<file path="config.mk">
export PLATFORM = sky130hd
export DESIGN_NAME = sdp_ram_burst_reader
export DESIGN_NICKNAME = d
export VERILOG_FILES = /design/src/rtl/sdp_ram_burst_reader.sv
export SDC_FILE = /design/constraint.sdc
export NUM_CORES = 1
export LEC_CHECK = 0
export CORE_AREA = 2 2 263 213
export DETAILED_ROUTE_END_ITERATION = 8
export DIE_AREA = 0 0 265 215
export PLACE_DENSITY = 0.46
export SLEW_MARGIN = 25
export SYNTH_ARGS = -nofsm -noshare
export SYNTH_HDL_FRONTEND = slang
export SYNTH_SLANG_ARGS = --single-unit
export TNS_END_PERCENT = 30
</file>
<file path="constraint.sdc">
create_clock -name clka -period 18.85 [get_ports clka]
set_clock_uncertainty 0.1 [all_clocks]
set_input_delay 2.8275 -clock clka [delete_from_list [all_inputs] [get_ports clka]]
set_output_delay 2.8275 -clock clka [all_outputs]
set_load 0.01 [all_outputs]
</file>
<file path="src/rtl/sdp_ram_burst_reader.sv">
// Burst read master for a simple dual-port RAM: issues reads, hides the RAM latency, streams words out.
// Optional abort input is enabled by defining SDP_BURST_READER_ABORT_EN.
module sdp_ram_burst_reader #(
    parameter int  RAM_WIDTH       = 64,
    parameter int  RAM_DEPTH       = 512,
    parameter      RAM_PERFORMANCE = "HIGH_PERFORMANCE",
    parameter int  LEN_WIDTH       = 16,
    localparam int AW              = (RAM_DEPTH > 1) ? $clog2(RAM_DEPTH) : 1
) (
    input  logic                 clka,
    input  logic                 rst,
`ifdef SDP_BURST_READER_ABORT_EN
    input  logic                 abort,
`endif
    input  logic                 cmd_valid,
    output logic                 cmd_ready,
    input  logic [AW-1:0]        cmd_addr,
    input  logic [LEN_WIDTH-1:0] cmd_len,
    output logic [AW-1:0]        ram_addrb,
    output logic                 ram_enb,
    output logic                 ram_regceb,
    output logic                 ram_rstb,
    input  logic [RAM_WIDTH-1:0] ram_doutb,
    output logic [RAM_WIDTH-1:0] m_data,
    output logic                 m_valid,
    input  logic                 m_ready,
    output logic                 m_last,
    output logic                 busy,
    output logic                 done
);
    localparam int LAT        = (RAM_PERFORMANCE == "LOW_LATENCY") ? 1 : 2;
    localparam int FIFO_DEPTH = LAT + 2;
    localparam int PW         = $clog2(FIFO_DEPTH);
    localparam int CW         = $clog2(FIFO_DEPTH + 1);

    typedef enum logic [1:0] {IDLE, ISSUE, DRAIN, DONE} state_t;

    state_t                 state_q, state_d;
    logic [AW-1:0]          addr_q, addr_d;
    logic [LEN_WIDTH-1:0]   rem_q, rem_d;
    logic                   cmd_ready_q, cmd_ready_d;
    logic [LAT-1:0]         pipe_vld_q, pipe_vld_d;
    logic [LAT-1:0]         pipe_last_q, pipe_last_d;
    logic [RAM_WIDTH-1:0]   fifo_data_q [FIFO_DEPTH];
    logic [RAM_WIDTH-1:0]   fifo_data_d [FIFO_DEPTH];
    logic [FIFO_DEPTH-1:0]  fifo_last_q, fifo_last_d;
    logic [PW-1:0]          wr_ptr_q, wr_ptr_d, rd_ptr_q, rd_ptr_d;
    logic [CW-1:0]          fifo_count_q, fifo_count_d;

    logic [CW-1:0]          in_flight;
    logic [CW:0]            occupancy, capacity;
    logic                   issue, push, pop, room, abort_hit;

`ifdef SDP_BURST_READER_ABORT_EN
    assign abort_hit = abort && (state_q != IDLE);
`else
    assign abort_hit = 1'b0;
`endif

    always_comb begin
        in_flight = '0;
        for (int i = 0; i < LAT; i++) in_flight = in_flight + CW'(pipe_vld_q[i]);
    end

    // A slot freed by a same-cycle pop can be reused by this cycle's issue.
    assign pop       = (fifo_count_q != '0) && m_ready;
    assign push      = pipe_vld_q[LAT-1];
    assign occupancy = {1'b0, fifo_count_q} + {1'b0, in_flight};
    assign capacity  = (CW+1)'(FIFO_DEPTH) + {{CW{1'b0}}, pop};
    assign room      = occupancy < capacity;

    always_comb begin
        state_d = state_q;
        addr_d  = addr_q;
        rem_d   = rem_q;
        issue   = 1'b0;
        case (state_q)
            IDLE: begin
                if (cmd_valid && cmd_ready_q) begin
                    addr_d  = cmd_addr;
                    rem_d   = cmd_len;
                    state_d = (cmd_len == '0) ? DONE : ISSUE;
                end
            end
            ISSUE: begin
                if (room) begin
                    issue  = 1'b1;
                    addr_d = (addr_q == AW'(RAM_DEPTH - 1)) ? '0 : addr_q + AW'(1);
                    rem_d  = rem_q - LEN_WIDTH'(1);
                    if (rem_q == LEN_WIDTH'(1)) state_d = DRAIN;
                end
            end
            DRAIN: begin
                if (in_flight == '0 && fifo_count_q == '0) state_d = DONE;
            end
            DONE:    state_d = IDLE;
            default: state_d = IDLE;
        endcase
        if (abort_hit) begin
            issue   = 1'b0;
            addr_d  = addr_q;
            rem_d   = rem_q;
            state_d = (state_q == DONE) ? IDLE : DONE;
        end
        cmd_ready_d = (state_d == IDLE);
    end

    // The last flag travels with the read so m_last never depends on counters downstream.
    always_comb begin
        pipe_vld_d     = pipe_vld_q;
        pipe_last_d    = pipe_last_q;
        pipe_vld_d[0]  = issue;
        pipe_last_d[0] = issue && (rem_q == LEN_WIDTH'(1));
        for (int i = 1; i < LAT; i++) begin
            pipe_vld_d[i]  = pipe_vld_q[i-1];
            pipe_last_d[i] = pipe_last_q[i-1];
        end
        if (abort_hit) begin
            pipe_vld_d  = '0;
            pipe_last_d = '0;
        end
    end

    always_comb begin
        fifo_data_d  = fifo_data_q;
        fifo_last_d  = fifo_last_q;
        wr_ptr_d     = wr_ptr_q;
        rd_ptr_d     = rd_ptr_q;
        fifo_count_d = fifo_count_q + CW'(push) - CW'(pop);
        if (push) begin
            fifo_data_d[wr_ptr_q] = ram_doutb;
            fifo_last_d[wr_ptr_q] = pipe_last_q[LAT-1];
            wr_ptr_d = (wr_ptr_q == PW'(FIFO_DEPTH - 1)) ? '0 : wr_ptr_q + PW'(1);
        end
        if (pop) rd_ptr_d = (rd_ptr_q == PW'(FIFO_DEPTH - 1)) ? '0 : rd_ptr_q + PW'(1);
        if (abort_hit) begin
            wr_ptr_d     = '0;
            rd_ptr_d     = '0;
            fifo_count_d = '0;
        end
    end

    always_ff @(posedge clka or posedge rst) begin
        if (rst) begin
            state_q      <= IDLE;
            addr_q       <= '0;
            rem_q        <= '0;
            cmd_ready_q  <= 1'b0;
            pipe_vld_q   <= '0;
            pipe_last_q  <= '0;
            fifo_last_q  <= '0;
            wr_ptr_q     <= '0;
            rd_ptr_q     <= '0;
            fifo_count_q <= '0;
            for (int i = 0; i < FIFO_DEPTH; i++) fifo_data_q[i] <= '0;
        end else begin
            state_q      <= state_d;
            addr_q       <= addr_d;
            rem_q        <= rem_d;
            cmd_ready_q  <= cmd_ready_d;
            pipe_vld_q   <= pipe_vld_d;
            pipe_last_q  <= pipe_last_d;
            fifo_last_q  <= fifo_last_d;
            wr_ptr_q     <= wr_ptr_d;
            rd_ptr_q     <= rd_ptr_d;
            fifo_count_q <= fifo_count_d;
            fifo_data_q  <= fifo_data_d;
        end
    end

    assign cmd_ready  = cmd_ready_q;
    assign ram_addrb  = addr_q;
    assign ram_enb    = issue;
    assign ram_regceb = 1'b1;
    assign ram_rstb   = abort_hit;
    assign m_valid    = (fifo_count_q != '0);
    assign m_data     = fifo_data_q[rd_ptr_q];
    assign m_last     = m_valid && fifo_last_q[rd_ptr_q];
    assign busy       = (state_q != IDLE);
    assign done       = (state_q == DONE);

endmodule
</file>
== Yosys cells after proc, flatten, opt, wreduce, memory -nomap -nowiden ==
Cells that the tools add are included.
Word-level totals
  logic and storage cells: 85
  register bits: 299
  output and inout bits: 81
Cells by class
  $add $sub $neg: 9
  magnitude comparators: 7
  mux-type cells: 28
  bitwise gates (word level): 2
  reductions and logical operators: 16
  equality and inequality tests: 9
Operators with widths (count)
  $bwmux 256: 1
  $mux 64: 3
  $bmux 64 s2: 1
  $demux 64 s2: 1
  $mux 16: 2
  $pmux 16 s2: 1
  $mux 9: 3
  $pmux 9 s2: 1
  $eq 16x1->1 const B: 1
  $logic_not 16->1: 1
  $sub 16x1->16 const B: 1
  $mux 2: 7
  $add 9x1->9 const B: 1
  $eq 9x9->1 const B: 1
  $eq 2x2->1 const B: 4
  $pmux 2 s4: 1
  $logic_and 1x1->1: 7
  $ge 3x3->1 const B: 2
  $logic_not 3->1: 2
  $lt 2x3->1 const B: 2
  $not 2->3: 2
  $add 2x1->2 const B: 2
  $add 3x1->4 const A: 1
  $add 3x2->4: 1
  other kinds (16): 22

== Depth between registers and ports, before layout ==
Gate-level depths: netlist (run 1).
  word-level depth: 7
  depth in mapped cells: 11

== Worst setup path after synthesis (run 1) ==
Ideal clock, no wire load.
  path type: input to output
  start point: input port m_ready
  end point: output port ram_enb
  path buffers: 0
  setup slack: 12739 ps
  arrival: 3183 ps
  cell stages on the path: 2
  path through: a31oi_1 nor2_1
On the way
  longest elaborated chain between the ends: 5
RTL lines
  start: declaration: line 26  | input logic m_ready,
  $logic_and 1x1->1: line 66  | assign pop = (fifo_count_q != '0) && m_ready;
  $add 3x1->4: line 69  | assign capacity = (CW+1)'(FIFO_DEPTH) + {{CW{1'b0}}, pop};
  $lt 4x4->1: line 70  | assign room = occupancy < capacity;
  $mux 1: line 86  | if (room) begin
  $mux 1: line 77  | case (state_q)
  end: declaration: line 20  | output logic ram_enb,
Every way passes these cells.

== Worst setup path in the final report (run 1) ==
Same ends and word-level chain as after synthesis.

==> summary.txt, run 1 <==
Clock network
  • Worst skew pair latency: 0.54 ns
  • Clock Path Buffers: 3
  • CTS clock-pin slew for the worst setup and hold paths: 0.06 ns
  • Num Clock Sinks: 299
  • TritonCTS clock tree: yes
  • Post-CTS setup buffer count: 0
  • H-tree depth: 2
  • Clock root cell: clkbuf_16
  • Hold_buf cts: 0
  • Num CTS Buffers: 36
  • Post-CTS sizing: 0

Route
  • Drt total wl: 33.2 mm
  • DRC Markers: 0
  • Via count: 8068
  • Antenna-violating nets left: 0
  • DR WL/cell: 18.4 um
  • First-iteration detailed-routing DRC count: 366
  • Vias/cell: 4.48
  • TritonRoute pass-1 iters: 5

Synth
  • Seq cells post-synth: 299
  • Synth area leader: dfrtp_1
  • Mapped Nets: 1012
  • Unique masters post-synth: 47
  • Post-Syn Area per Cell: 14.9 um2
  • Synth Flop Type: dfrtp_1
  • Number of synthesized flops with an enable pin: 0
  • Synth warn: 0
  • Register area share after synthesis: 0.557
  • Ys async rst share: 1.00
  • Mapped Cells: 902
  • Area share of the largest cell type after synthesis: 0.557
  • Area contributors post-synth: dfrtp_1 56%, mux2_2 22%, mux4_2 11%, ha_1 1.4%, clkbuf_1 1.2%
  • Most instantiated cells after synthesis: 299 x dfrtp_1, 261 x mux2_2, 65 x mux4_2, 44 x clkbuf_1, 29 x a21oi_1
  • Most frequent cell after synthesis: dfrtp_1
  • Cell Area, Synth: 0.0134 mm2

Die
  • Cell Rows: 77
  • I/O pins: 174
  • Core area: 0.0545 mm2
  • Die H: 215 um
  • Die W: 265 um
  • DIE AREA: 0.0570 mm2
  • Initial Util: 0.246

STA
  • Fmax: 139 MHz
  • Endpoints failing hold: 0
  • Slew Limit Fails: 0
  • TNS Setup: 0 ns
  • Min Tclk post-route: 7.21 ns
  • Crit share post-route: 0.382
  • RSZ-0062 raised after global routing: no
  • Worst-Margin Slew: 0.943 ns
  • Final setup fails: 0
  • Worst relative slew slack: 0.372

Cells and area
  • N_diodes: 0
  • Fill cells: 5438
  • Area grow syn2layout: 27.8%
  • Layout cells sized above 1: 0.373
  • Nets: 1175

Power and ir drop
  • Leak: 6.97 nW
  • Pwr Density: 197 mW/mm2
  • Max VDD drop: 0.0678 mV
  • Design Power: 3.38 mW

Min path
  • HP Class: register to register
  • Hold worst-path end: pipe_last_q[1]
  • Worst hold path depth: 0
  • HP Start: pipe_last_q[0]

Worst setup path
  • R2R cell count: 10
  • Critical path class: input port to output pin
  • Critical Path Source Type: input port
  • Reg2reg start: pipe_vld_q[1]
  • CP Capture Type: output pin
  • Worst R2R End: rem_q[13]
  • Worst EP arrival: 4.28 ns
  • Critical Path RT: 15.92 ns
  • Crit-path max FO: 4
  • Register-to-Register Setup Slack: 15.50 ns

Status
  • Status: completed

Placed design
  • GPL Wtd Cong: 0.715
  • Post-DP HPWL: 19.9 mm
  • Port-buffer cells: 171

GRT
  • Largest net degree at the start of global routing: 91
  • Number of global-route vias before repair: 8863
  • Initial antenna violation count: 1
  • GRT Overall Usage: 0.120
  • Remaining Overflow, GRT: 0
  • Global-route wire length before repair: 53.2 mm

Flow run
  • Max Cap Viol: 0
==> final cells by class <==
cell class / count / area (um2) / share of cell area
Clock buffer: 49 / 1030 / 0.0600
Timing Repair Buffer: 182 / 1800 / 0.105
Clock inverter: 14 / 203 / 0.0118
Tap cell: 711 / 890 / 0.0518
Multi-Input combinational cell: 530 / 5700 / 0.332
Inverter: 16 / 67.6 / 0.00393
Sequential cell: 299 / 7490 / 0.436
==> state kept, by name, indices dropped and copies added (netlist names) <==
name,flops
rem_q,16
state_q,2
pipe_last_q,2
pipe_vld_q,2
fifo_count_q,3
fifo_last_q,4
ram_addrb,9
cmd_ready,1
wr_ptr_q,2
fifo_data_q,256
rd_ptr_q,2
==> cell usage in the layout, fill, tap and decap left out, types with 9 or more instances in the layout <==
cell / synthesis / layout
dfrtp_1: 299 / 297
mux2_2: 261 / 261
clkdlybuf4s50_1: 0 / 171
mux4_2: 65 / 65
clkbuf_16: 0 / 37
a21oi_1: 29 / 29
nor2_1: 27 / 27
o21ai_0: 25 / 25
nand2_1: 26 / 22
inv_1: 16 / 15
ha_1: 15 / 15
buf_4: 2 / 9
==> report_power, final <==
group / total (mW) / internal (mW) / switching [mW] / leakage (nW)
sequential: 1.17 / 0.969 / 0.205 / 3.51
combinational: 1.48 / 0.873 / 0.602 / 2.85
clock: 0.730 / 0.451 / 0.278 / 0.613
total: 3.38 / 2.29 / 1.08 / 6.97
==> worst max-delay path, cell delays in order <==
cell	delay (ns)
clkdlybuf4s50_1	0.50
a31oi_1	0.14
nor2_1	0.23
clkdlybuf4s50_1	0.58
==> worst max-delay path by stage <==
stage / from / endpoint / slack [ns]
global placement: m_ready / ram_enb / 11.61
finish: m_ready / ram_enb / 11.64
detailed placement: m_ready / ram_enb / 11.62
floorplan: rst / cmd_ready / 7.66
global route: m_ready / ram_enb / 11.58
CTS: m_ready / ram_enb / 11.61
==> cells by family (layout without fill, tap and decap cells) <==
family          Yosys count  after routing  synth area share
compound gates           84             84            0.0371
flops                   299            299             0.557
other cells               2              2          0.000559
simple gates             98             98            0.0373
fa+ha+maj                17             17            0.0169
buf+inv                  73            261            0.0218
mux                     326            326             0.328
xor+xnor                  3              3           0.00196
==> metrics by stage <==
| step | setup WS [ns] | util | cell area (um2) | std cells | hold slack (ns) |
|---|---|---|---|---|---|
| 6_report | 11.64 | 0.315 | 17200 | 1801 | 0.274 |
| 4_1_cts | 11.61 | 0.315 | 17200 | 1801 | 0.282 |
| 2_1_floorplan | 7.66 | - | 13400 | 902 | 0.231 |
| 3_3_place_gp | 11.61 | 0.292 | 15900 | 1738 | 0.241 |
| 5_1_grt | 11.58 | 0.315 | 17200 | 1801 | 0.286 |
| 3_5_place_dp | 11.62 | 0.292 | 15900 | 1738 | 0.268 |
==> metal layers <==
layer,global-route usage,part of all wire
met1,0.164,0.47
met2,0.186,0.46
met3,0.0330,0.052
met4,0.0358,0.020
met5,0,0.00039
(Power assumes the default switching activity.)
==> run 2: changes to the inputs <==
==> constraint.sdc (replaced) <==
create_clock -name clka -period 6.85 [get_ports clka]
set_clock_uncertainty 0.1 [all_clocks]
set_input_delay 1.0275 -clock clka [delete_from_list [all_inputs] [get_ports clka]]
set_output_delay 1.0275 -clock clka [all_outputs]
set_load 0.01 [all_outputs]
==> run 2 against run 1 <==
  * Total power grew to 2.7 times the previous value
  * Combinational power rose to 2.8 times the previous value
  * Wire length is 0.60% lower
  * Via count fell by 0.24%
  * Critical endpoint unchanged
  * Critical path type is now register to output pin
  * Cell count is essentially flat
  * Hold slack got worse by 0.018 ns
  * Critical path depth up 4
  * Setup slack got worse by 9.2 ns
  * Register-to-register slack worse by 12 ns
==> summary.txt, run 2 (synthesis gave the netlist of run 1 again) <==
Clock network
  • Clock root cell: clkbuf_16
  • Num CTS Buffers: 35 (-2.8%)
  • Post-CTS sizing: 0 (unchanged)
  • Worst skew pair latency: 0.53 ns (about the same)
  • Clock Path Buffers: 3 (unchanged)
  • Num Clock Sinks: 299 (unchanged)
  • Post-CTS setup buffer count: 0 (unchanged)
  • CTS clock-pin slew for the worst setup and hold paths: 0.06 ns (about the same)
  • Hold_buf cts: 0 (unchanged)
  • TritonCTS clock tree: yes
  • H-tree depth: 2 (unchanged)

Power and ir drop
  • Leak: 6.92 nW (-0.72%)
  • Max VDD drop: 0.184 mV (+170%)
  • Pwr Density: 534 mW/mm2 (+170%)

STA
  • Final hold slack: 0.255 ns (-0.0182 ns)
  • Worst-Margin Slew: 0.900 ns (-0.0427 ns)
  • Slew Limit Fails: 0 (unchanged)
  • Worst relative slew slack: 0.400 (+0.0284)
  • TNS Setup: 0 ns (unchanged)
  • RSZ-0062 raised after global routing: no
  • Min Tclk post-route: 4.40 ns
  • Fmax: 227 MHz
  • Crit share post-route: 0.643
  • Endpoints failing hold: 0 (unchanged)
  • Final setup fails: 0 (unchanged)

Worst setup path
  • CP Capture Type: output pin
  • Critical Path Source Type: register
  • Crit path largest cell delay: 0.66 ns (+0.08 ns)
  • Critical path class: register to output pin
  • Critical Path RT: 5.72 ns (-10.20 ns)
  • Crit path max-delay family: adder cells
  • CP Cell Sequence: inv_1, ha_1, ha_1, fa_1, nor2_1, a31oi_1, nor2_1, clkdlybuf4s50_1
  • Crit-path max FO: 10 (+6)
  • Register-to-Register Setup Slack: 3.50 ns (-12.00 ns)
  • CP bufs+invs: 2 (unchanged)
  • Slowest cell on the critical path: dfrtp_1
  • Worst EP arrival: 3.28 ns (-1.00 ns)

Min path
  • HP Class: register to register

Route
  • Vias/cell: 4.47 (-0.29%)
  • DRC Markers: 0 (unchanged)
  • Antenna-violating nets left: 0 (unchanged)
  • Via count: 8049 (-0.24%)
  • TritonRoute pass-1 iters: 5 (unchanged)
  • First-iteration detailed-routing DRC count: 383 (+4.6%)
  • Drt total wl: 33.0 mm (-0.60%)
  • DR WL/cell: 18.3 um (-0.66%)

Cells and area
  • Largest Register: fifo_data_q
  • Commonest non-fill, non-tap cell in the layout: dfrtp_1
  • N_diodes: 0 (unchanged)
  • Fill cells: 5420 (-0.33%)
  • Number of flip-flops in the largest register: 256 (unchanged)
  • Area of the multi-input gates: 0.00570 mm2 (unchanged)
  • Area grow syn2layout: 27.2%
  • Nets: 1175 (unchanged)
  • Commonest cells after routing, fill and taps aside: 297 x dfrtp_1, 261 x mux2_2, 171 x clkdlybuf4s50_1
  • FF/Latch Area: 0.00749 mm2 (unchanged)
  • Layout cells sized above 1: 0.373 (about the same)

Die
  • DIE AREA: 0.0570 mm2 (unchanged)
  • Die H: 215 um (unchanged)
  • Cell Rows: 77 (unchanged)
  • I/O pins: 174 (unchanged)
  • Core area: 0.0545 mm2 (unchanged)
  • Initial Util: 0.246 (unchanged)
  • Die W: 265 um (unchanged)

GRT
  • Remaining Overflow, GRT: 0 (unchanged)
  • Global-route wire length before repair: 53.0 mm (-0.45%)
  • Initial antenna violation count: 1 (unchanged)
  • Number of global-route vias before repair: 8846 (-0.19%)
  • GRT Overall Usage: 0.119 (-0.00128)
  • Largest net degree at the start of global routing: 152 (+67%)

Placed design
  • Post-DP HPWL: 19.8 mm (-0.17%)
  • GPL Wtd Cong: 0.700 (-2.0%)
  • Port-buffer cells: 171 (unchanged)

Status
  • Status: completed

Flow run
  • Max Cap Viol: 0 (unchanged)
-- run 2: cell types whose count changed in the layout (fill, tap and decap cells not counted) --
cell and delta:
clkinv_4 +1, buf_12 +2, bufinv_16 -4, buf_16 +1, inv_8 -1, clkbuf_1 +1
clkbuf_16 -2, inv_6 +1, buf_6 -2, clkbuf_8 +1, clkinvlp_4 +3
-- run 2: stage by stage --
stage / setup slack, ns / instances / power (mW) / instance area (um2) / util
floorplan: 1.75 / 902 / 5.76 / 13400 / -
global placement: 2.97 / 1738 / 7.35 / 16000 / 0.293
detailed placement: 2.97 / 1738 / 7.42 / 16000 / 0.293
CTS: 2.37 / 1801 / 9.33 / 17100 / 0.313
global route: 2.18 / 1802 / 9.79 / 17100 / 0.314
finish: 2.45 / 1802 / 9.13 / 17100 / 0.314
-- run 2: layout make-up --
cell class / count / share of cell area
clock inverters: 14 / 0.00673
well taps: 711 / 0.0520
clock buffers: 49 / 0.0584
inverters: 16 / 0.00373
multi-input cells: 530 / 0.333
repair buffers: 183 / 0.108
flip-flops and latches: 299 / 0.438
-- run 2: path summary, 6_finish.rpt --
| check | cells past startpoint | end | from |
|---|---|---|---|
| hold reg to reg | 0 | pipe_last_q[1] | pipe_last_q[0] |
| hold / removal | 0 | pipe_last_q[1] | pipe_last_q[0] |
| max in group asynchronous | 4 | fifo_data_q[37] | rst |
| min in group asynchronous | 3 | fifo_data_q[8] | rst |
| setup / recovery | 8 | ram_enb | pipe_vld_q[1] |
| setup reg to reg | 10 | rem_q[13] | pipe_vld_q[1] |
-- run 2: power breakdown --
part / switching (mW) / internal (mW) / leakage (nW)
Clock: 0.771 / 1.06 / 0.549
Combinational: 1.68 / 2.41 / 2.86
Sequential: 0.540 / 2.67 / 3.51
-- run 2: routing by layer --
layer | track usage | share of wire
met3 | 0.0305 | 0.046
met1 | 0.163 | 0.48
met4 | 0.0367 | 0.021
met2 | 0.183 | 0.45
met5 | 0 | 0.00039
